$ cat config.mk
export PLATFORM = sky130hd
export DESIGN_NAME = stopwatch_control_fsm
export DESIGN_NICKNAME = d
export VERILOG_FILES = /design/src/rtl/stopwatch_control_fsm.sv
export SDC_FILE = /design/constraint.sdc
export NUM_CORES = 1
export LEC_CHECK = 0
export BUFFER_PORTS_ARGS = -buffer_cell sky130_fd_sc_hd__buf_2
export CAP_MARGIN = 30
export CORE_MARGIN = 10
export CORE_UTILIZATION = 40
export CTS_CLUSTER_DIAMETER = 120
export DETAILED_ROUTE_END_ITERATION = 8
export GPL_ROUTABILITY_DRIVEN = 0
export PLACE_DENSITY_LB_ADDON = 0.15
export REMOVE_ABC_BUFFERS = 1
export SLEW_MARGIN = 40
export SYNTH_ARGS = -nofsm -noshare
export SYNTH_HDL_FRONTEND = slang
export SYNTH_SLANG_ARGS = --single-unit
export TNS_END_PERCENT = 100
$ cat constraint.sdc
create_clock -name clk -period 2.5 [get_ports clk]
set_input_delay 0.5 -clock clk [delete_from_list [all_inputs] [get_ports clk]]
set_output_delay 0.5 -clock clk [all_outputs]
set_load 0.02 [all_outputs]
$ cat src/rtl/stopwatch_control_fsm.sv
// Stopwatch sequencing controller: turns debounced button levels into the
// timer/counter state code, a one-cycle counter clear, a lap display freeze
// and a running flag. Outputs are registered from the next-state value, so
// they change at the same edge as the FSM and carry no input-to-output path.
module stopwatch_control_fsm (
    input  logic       clk,
    input  logic       rst_n,
    input  logic       btn_startstop,
    input  logic       btn_lap,
    input  logic       btn_reset,
    input  logic       at_max,
    output logic [3:0] state,
    output logic       clear,
    output logic       display_hold,
    output logic       running
);

    // state    | meaning
    // S_IDLE   | counters zeroed, waiting for start
    // S_CLEAR  | single cycle that zeroes the counters
    // S_STOP   | counting halted, time shown live
    // S_RUN    | counting, time shown live
    // S_LAPRUN | counting, display frozen on lap time
    // S_LAPSTP | halted, display frozen on lap time
    typedef enum logic [2:0] {
        S_IDLE   = 3'd0,
        S_CLEAR  = 3'd1,
        S_STOP   = 3'd2,
        S_RUN    = 3'd3,
        S_LAPRUN = 3'd4,
        S_LAPSTP = 3'd5
    } fsm_t;

    fsm_t       fsm_q;
    fsm_t       fsm_d;
    logic [2:0] btn_prev_q;
    logic       ss_press;
    logic       lap_press;
    logic       rst_press;

    // Rising-edge press detect; prev registers reset high so a button held
    // through reset must be released before it counts as a press.
    always_comb begin
        ss_press  = btn_startstop & ~btn_prev_q[2];
        lap_press = btn_lap       & ~btn_prev_q[1];
        rst_press = btn_reset     & ~btn_prev_q[0];
    end

    // Next-state selection; within each state the first matching branch wins,
    // and presses not acted on are dropped rather than remembered.
    always_comb begin
        fsm_d = fsm_q;
        case (fsm_q)
            S_IDLE: begin
                if (ss_press) fsm_d = S_RUN;
            end
            S_CLEAR: begin
                fsm_d = S_IDLE;
            end
            S_RUN: begin
                if (at_max)         fsm_d = S_STOP;
                else if (ss_press)  fsm_d = S_STOP;
                else if (lap_press) fsm_d = S_LAPRUN;
            end
            S_LAPRUN: begin
                if (at_max || ss_press) fsm_d = S_LAPSTP;
                else if (lap_press)     fsm_d = S_RUN;
            end
            S_STOP: begin
                if (rst_press)                fsm_d = S_CLEAR;
                else if (ss_press && !at_max) fsm_d = S_RUN;
            end
            S_LAPSTP: begin
                if (rst_press) begin
                    fsm_d = S_CLEAR;
                end else if (ss_press) begin
                    // A blocked start still consumes the cycle; lap is dropped.
                    if (!at_max) fsm_d = S_LAPRUN;
                end else if (lap_press) begin
                    fsm_d = S_STOP;
                end
            end
            default: begin
                fsm_d = S_IDLE;
            end
        endcase
    end

    // State, button history and registered output decode.
    always_ff @(posedge clk) begin
        if (!rst_n) begin
            fsm_q        <= S_IDLE;
            btn_prev_q   <= 3'b111;
            state        <= 4'd0;
            clear        <= 1'b0;
            display_hold <= 1'b0;
            running      <= 1'b0;
        end else begin
            fsm_q        <= fsm_d;
            btn_prev_q   <= {btn_startstop, btn_lap, btn_reset};
            clear        <= (fsm_d == S_CLEAR);
            display_hold <= (fsm_d == S_LAPRUN) || (fsm_d == S_LAPSTP);
            running      <= (fsm_d == S_RUN) || (fsm_d == S_LAPRUN);
            case (fsm_d)
                S_CLEAR:            state <= 4'd1;
                S_STOP, S_LAPSTP:   state <= 4'd2;
                S_RUN, S_LAPRUN:    state <= 4'd3;
                default:            state <= 4'd0;
            endcase
        end
    end

endmodule

==> results of run 1 <==
==> stage by stage <==
stage | setup WS, ps | cell area [sq um]
3_5_place_dp | 736 | 632
5_1_grt | 843 | 658
2_1_floorplan | 954 | 563
4_1_cts | 954 | 658
6_report | 950 | 658
3_3_place_gp | 747 | 632
==> area by class of cell <==
class | instances | area [sq um] | area share [%]
timing repair buffer | 10 | 50.0 | 7.60
multi-input combinational | 43 | 335 | 51.0
sequential | 11 | 220 | 33.5
tap | 15 | 18.8 | 2.85
clock buffer | 4 | 26.3 | 3.99
inverter | 2 | 7.51 | 1.14
==> how the worst max path moves through the flow <==
stage | end | cells after the start | start
finish | state[0] | 5 | fsm_q[0]
CTS | state[0] | 5 | fsm_q[0]
detailed placement | running | 6 | btn_startstop
global route | running | 4 | fsm_q[0]
floorplan | state[0] | 5 | btn_startstop
global placement | fsm_q[0] | 6 | btn_lap
==> sequential cells by signal (all words and copies together) (netlist names) <==
signal / flops
state: 2
display_hold: 1
fsm_q: 3
clear: 1
btn_prev_q: 3
running: 1
==> cell usage after synthesis <==
cell type and count:
a211o_1 1, a21oi_1 2, a311o_1 1, a31oi_1 3, a41oi_1 1, a41oi_2 1, and2_1 1, and2b_4 1
buf_4 2, buf_6 1, conb_1 1, dfxtp_1 11, inv_1 2, mux2i_1 2, nand2_1 1, nand2b_1 6
nand2b_2 1, nand2b_4 1, nand3_4 1, nand3b_1 1, nor2_1 1, nor2b_1 3, nor3_1 2, nor3b_1 1
o2111ai_1 1, o211ai_1 1, o21a_1 1, o22ai_1 1, o31ai_2 1, o32a_1 1, o41ai_1 1, or2_1 1
or4_4 2
==> report_power, final <==
part / internal [mW] / leakage [nW] / switching [mW]
clock network: 0.0617 / 0.0150 / 0.0579
logic: 0.0192 / 0.181 / 0.0263
registers: 0.182 / 0.0901 / 0.00446
total: 0.263 / 0.286 / 0.0887
==> logic make-up (layout without fill, tap and decap cells) <==
family,count (synthesis),after routing,share of synthesized area [%]
buffers and inverters,5,16,5.77
other,1,2,0.640
AND/OR/NAND/NOR,23,23,29.7
AO/OA/AOI/OAI,16,16,22.9
multiplexers,2,2,3.42
flip-flops,11,11,37.6
==> routing by layer <==
| layer | GRT usage (%) | up-vias |
|---|---|---|
| met2 | 11.2 | 22 |
| met5 | 0 | - |
| met4 | 3.02 | 0 |
| met3 | 5.45 | 2 |
| met1 | 7.95 | 214 |
| li1 | - | 238 |
==> worst max-delay path, stage by stage, from the launching register on <==
cell,delay [ps]
dfxtp_1,520
nand3b_1,150
or4_4,470
nand3_4,100
o31ai_2,80
a41oi_2,150
==> out/qor.yml, run 1 <==
drt:
  highest_layer: "met4"
  first_iter_violations: 16
  wl_met3_um: 119
  postRouteAntennaNets: 0
  wirelength_um: 1220
  route.detailed.drc: 0
  wl_per_cell_um: 14.3
  via_per_inst: 5.60
  wl_met1_um: 552
  wl_met2_um: 532
  vias: 476
  first_pass_iters: 4
global_routing:
  grt_pass1_vias: 463
  grt_overflow: 0
  grt_start_max_net_pins: 12
  grt_use_total_pct: 7.54
  grt_first_pass_wirelength_um: 2000
  antenna_found_initial: 0
run_status:
  status: "finished clean"
hold_path:
  hold_path.class: "in -> reg"
  min_delay_path_depth: 2
  hp-start: "btn_startstop"
  hold_path_end: "btn_prev_q[2]"
final_layout:
  layout.nets: 77
  drive_above_1_share_pct: 30.0
  area_growth_pct: 12.4
  final_common_cell: "dfxtp_1"
  nFillCells: 134
  final_cells: 85
  layout.cells.most_common_list: "dfxtp_1 (11), buf_2 (10), nand2b_1 (6)"
  fin_util_pct: 49.3
  diodes: 0
timing:
  fmax_mhz: 645
  period_needed_ps: 1550
  slew_viol_final: 0
  rsz0062_at_grt: "no"
  finalSetupViolCount: 0
  fin_tns_setup_ps: 0
  whs_ps: 452
  finalHoldViolations: 0
  worst_clock_skew_ps: 9.88
  finalCritPeriodShare_pct: 62.0
setup_path:
  r2r_cells: 5
  rrSetupSlack_ps: 950
  crit_path_end_kind: "register"
  crit_type: "reg -> reg"
  cp_max_fo: 11
  rr_endpoint: "state[0]"
  cp.arrival_ps: 1740
  reg2reg_from: "fsm_q[0]"
  critPathRequiredTime_ps: 2690
  critPathLaunchType: "register"
synth:
  yosysWarningCount: 0
  netlist_area_sq_um: 586
  synth-seq-area-share_pct: 37.6
  synth_area_leaders: "dfxtp_1 (38%), nand2b_1 (6.4%), or4_4 (3.8%), mux2i_1 (3.4%), a31oi_1 (3.2%)"
  synth_area_per_cell_sq_um: 10.1
  synth_largest_area_cell: "dfxtp_1"
  synth_cells: 58
  yosysTopAreaCellShare_pct: 37.6
  ys_types: 33
  ys_ff_latch: 11
floorplanning:
  die_w_um: 58.3
  die_height_um: 58.3
  start_util_pct: 43.9
  rows: 13
  dieArea_sq_mm: 0.00339
  io_pins: 13
  core_area_sq_mm: 0.00133
run:
  cap_violations: 0
cts:
  clkTransAtPathRegs_ps: 60
  cts_setup_buffers: 0
  cts.repair.resized: 0
  insertion_delay_ps: 270
  htree_levels: 1
  ctsRootBufferMaster: "clkbuf_4"
  clock_sinks: 11
  cts_tree: "done"
  ctsLongestPathBuffers: 2
  cts_made_buffers: 3
  cts_hold_buf: 0
power_and_ir_drop:
  p_per_area_mw_per_mm2: 534
  power_mw: 0.351
  ir_drop_mv: 0.360
  power_leakage_nw: 0.286
place:
  port-buffer-count: 10
  place_inst: 81
Note: power is estimated with default switching activity, not from simulation.
==> inputs of run 2 (changes only) <==
==> constraint.sdc (replaced) <==
create_clock -name clk -period 1.6 [get_ports clk]
set_input_delay 0.32 -clock clk [delete_from_list [all_inputs] [get_ports clk]]
set_output_delay 0.32 -clock clk [all_outputs]
set_load 0.02 [all_outputs]
==> run 2 against run 1 <==
Sequential share of layout area decreased by 0.25 points. Routed wire length decreased by 5.9%. Via count increased by 0.21%. Clock-buffer cell count unchanged.
==> out/qor.yml, run 2 (same netlist as run 1, synthesis figures left out) <==
drt:
  wl_met3_um: 80  # was 119 um
  first_pass_iters: 4  # unchanged
  vias: 477  # was 476
  wl_met2_um: 511  # was 532 um
  wl_met1_um: 525  # was 552 um
  wirelength_um: 1140  # was 1220 um
  wl_per_cell_um: 13.3  # was 14.3 um
  highest_layer: "met4"  # unchanged
  route.detailed.drc: 0  # unchanged
  first_iter_violations: 5  # was 16
  via_per_inst: 5.55  # was 5.60
  postRouteAntennaNets: 0  # unchanged
setup_path:
  cp_max_fo: 6  # was 11
  cp_num_buf_inv: 0  # unchanged
  critPathRequiredTime_ps: 1760  # was 2690 ps
  slowest_stage: "o2111ai_1"  # was dfxtp_1
  crit_type: "reg -> reg"  # unchanged
  critPathLaunchType: "register"  # unchanged
  slowest_delay_ps: 330  # was 520 ps
  path_delay_family: "compound AO/OA/AOI/OAI gates"  # was simple AND/OR/NAND/NOR gates
  r2r_cells: 5  # unchanged
  crit_path_end_kind: "register"  # unchanged
  reg2reg_from: "btn_prev_q[2]"  # was fsm_q[0]
  crit_chain: "and2b_4 > o2111ai_1 > nand3_4 > o31ai_2 > nor2b_1"  # was nand3b_1 > or4_4 > nand3_4 > o31ai_2 > a41oi_2
  rr_endpoint: "running"  # was state[0]
  rrSetupSlack_ps: 160  # was 950 ps
  cp.arrival_ps: 1600  # was 1740 ps
hold_path:
  hp-start: "btn_startstop"  # unchanged
  hold_path.class: "in -> reg"  # unchanged
  hold_path_end: "btn_prev_q[2]"  # unchanged
  min_delay_path_depth: 2  # unchanged
power_and_ir_drop:
  p_int_mw: 0.411  # was 0.263 mW
  ir_drop_mv: 0.559  # was 0.360 mV
  p_per_area_mw_per_mm2: 826  # was 534 mW/mm^2
  power_leakage_nw: 0.290  # was 0.286 nW
  swShare_pct: 25.5  # was 25.2%
  p_switching_mw: 0.140  # was 0.0887 mW
  p_comb_share_pct: 12.6  # was 13.0%
  p_clk_share_pct: 34.6  # was 34.0%
  seqPwrFrac_pct: 52.8  # was 53.0%
global_routing:
  grt_overflow: 0  # unchanged
  grt_pass1_vias: 484  # was 463
  grt_use_total_pct: 7.83  # was 7.54%
  antenna_found_initial: 0  # unchanged
  grt_start_max_net_pins: 12  # unchanged
  grt_first_pass_wirelength_um: 2090  # was 2000 um
floorplanning:
  core_area_sq_mm: 0.00133  # unchanged
  start_util_pct: 43.9  # unchanged
  die_w_um: 58.3  # unchanged
  die_height_um: 58.3  # unchanged
  rows: 13  # unchanged
  io_pins: 13  # unchanged
  dieArea_sq_mm: 0.00339  # unchanged
final_layout:
  drive_above_1_share_pct: 32.4  # was 30.0%
  diodes: 0  # unchanged
  fin_util_pct: 50.0  # was 49.3%
  area_growth_pct: 13.9  # was 12.4%
  layout.nets: 78  # was 77
  layout.cells.most_common_list: "dfxtp_1 (10), buf_2 (10), nand2b_1 (6)"  # was dfxtp_1 (11), buf_2 (10), nand2b_1 (6)
  reg_top3: "btn_prev_q: 3 flops, fsm_q: 3 flops, state: 2 flops"  # unchanged
timing:
  slew_viol_final: 0  # unchanged
  finalSetupViolCount: 0  # unchanged
  fin_tns_setup_ps: 0  # unchanged
  finalCritPeriodShare_pct: 90.3  # was 62.0%
  fmax_mhz: 692  # was 645 MHz
  rsz0062_at_grt: "no"  # unchanged
  layout_setup_ws_ps: 156  # was 950 ps
  whs_ps: 269  # was 452 ps
  period_needed_ps: 1440  # was 1550 ps
  finalHoldViolations: 0  # unchanged
  worst_clock_skew_ps: 5.22  # was 9.88 ps
cts:
  ctsLongestPathBuffers: 2  # unchanged
  htree_levels: 1  # unchanged
  cts_hold_buf: 0  # unchanged
  insertion_delay_ps: 270  # about the same
  clkTransAtPathRegs_ps: 70  # was 60 ps
  ctsRootBufferMaster: "clkbuf_4"  # unchanged
  clock_sinks: 11  # unchanged
  cts_tree: "done"  # unchanged
  cts_made_buffers: 3  # unchanged
place:
  dpl_worst_slack_ps: 36.7  # was 736 ps
  port-buffer-count: 10  # unchanged
  post-dp-hpwl_um: 898
run_status:
  status: "finished clean"  # unchanged
run:
  cap_violations: 0  # unchanged
run 2: how the worst max path moves through the flow:
stage	cells past startpoint	start	endpoint	slack, ps
floorplan	5	fsm_q[0]	state[0]	200
global placement	6	btn_lap	running	50
detailed placement	6	btn_lap	fsm_q[0]	40
CTS	5	fsm_q[0]	state[0]	50
global route	5	fsm_q[1]	running	50
finish	5	btn_prev_q[2]	running	160
run 2: area by class of cell:
class / instances / area [sq um]
flip-flops and latches: 11 / 221
inverters: 2 / 7.51
repair buffers: 11 / 57.6
fillers: 135 / 667
clock buffers: 4 / 26.3
well taps: 15 / 18.8
multi-input cells: 43 / 335
run 2: per-layer routing:
layer  GRT usage, %  vias up
li1               -      241
met1           8.29      219
met2           11.2       13
met3           5.01        4
met4           5.03        0
met5              0        -
run 2: stage by stage:
| stage | instances | cell area (sq um) | power [mW] |
|---|---|---|---|
| after global routing | 86 | 667 | 0.584 |
| final | 86 | 667 | 0.551 |
| after detailed placement | 82 | 639 | 0.366 |
| after CTS | 86 | 666 | 0.559 |
| after global placement | 82 | 639 | 0.367 |
| after floorplan | 56 | 563 | 0.343 |
run 2: power groups by stage:
stage	logic, mW	registers (mW)	clock network [mW]
after global placement	0.0698	0.297	0
after CTS	0.0693	0.291	0.199
after detailed placement	0.0691	0.297	0
final	0.0694	0.291	0.191
after floorplan	0.0418	0.301	0
after global routing	0.0777	0.293	0.214
run 2: what timing repair did:
action,CTS,global route
buffers inserted,0,0
gates resized for setup,0,1
endpoints found under the setup margin,0,3
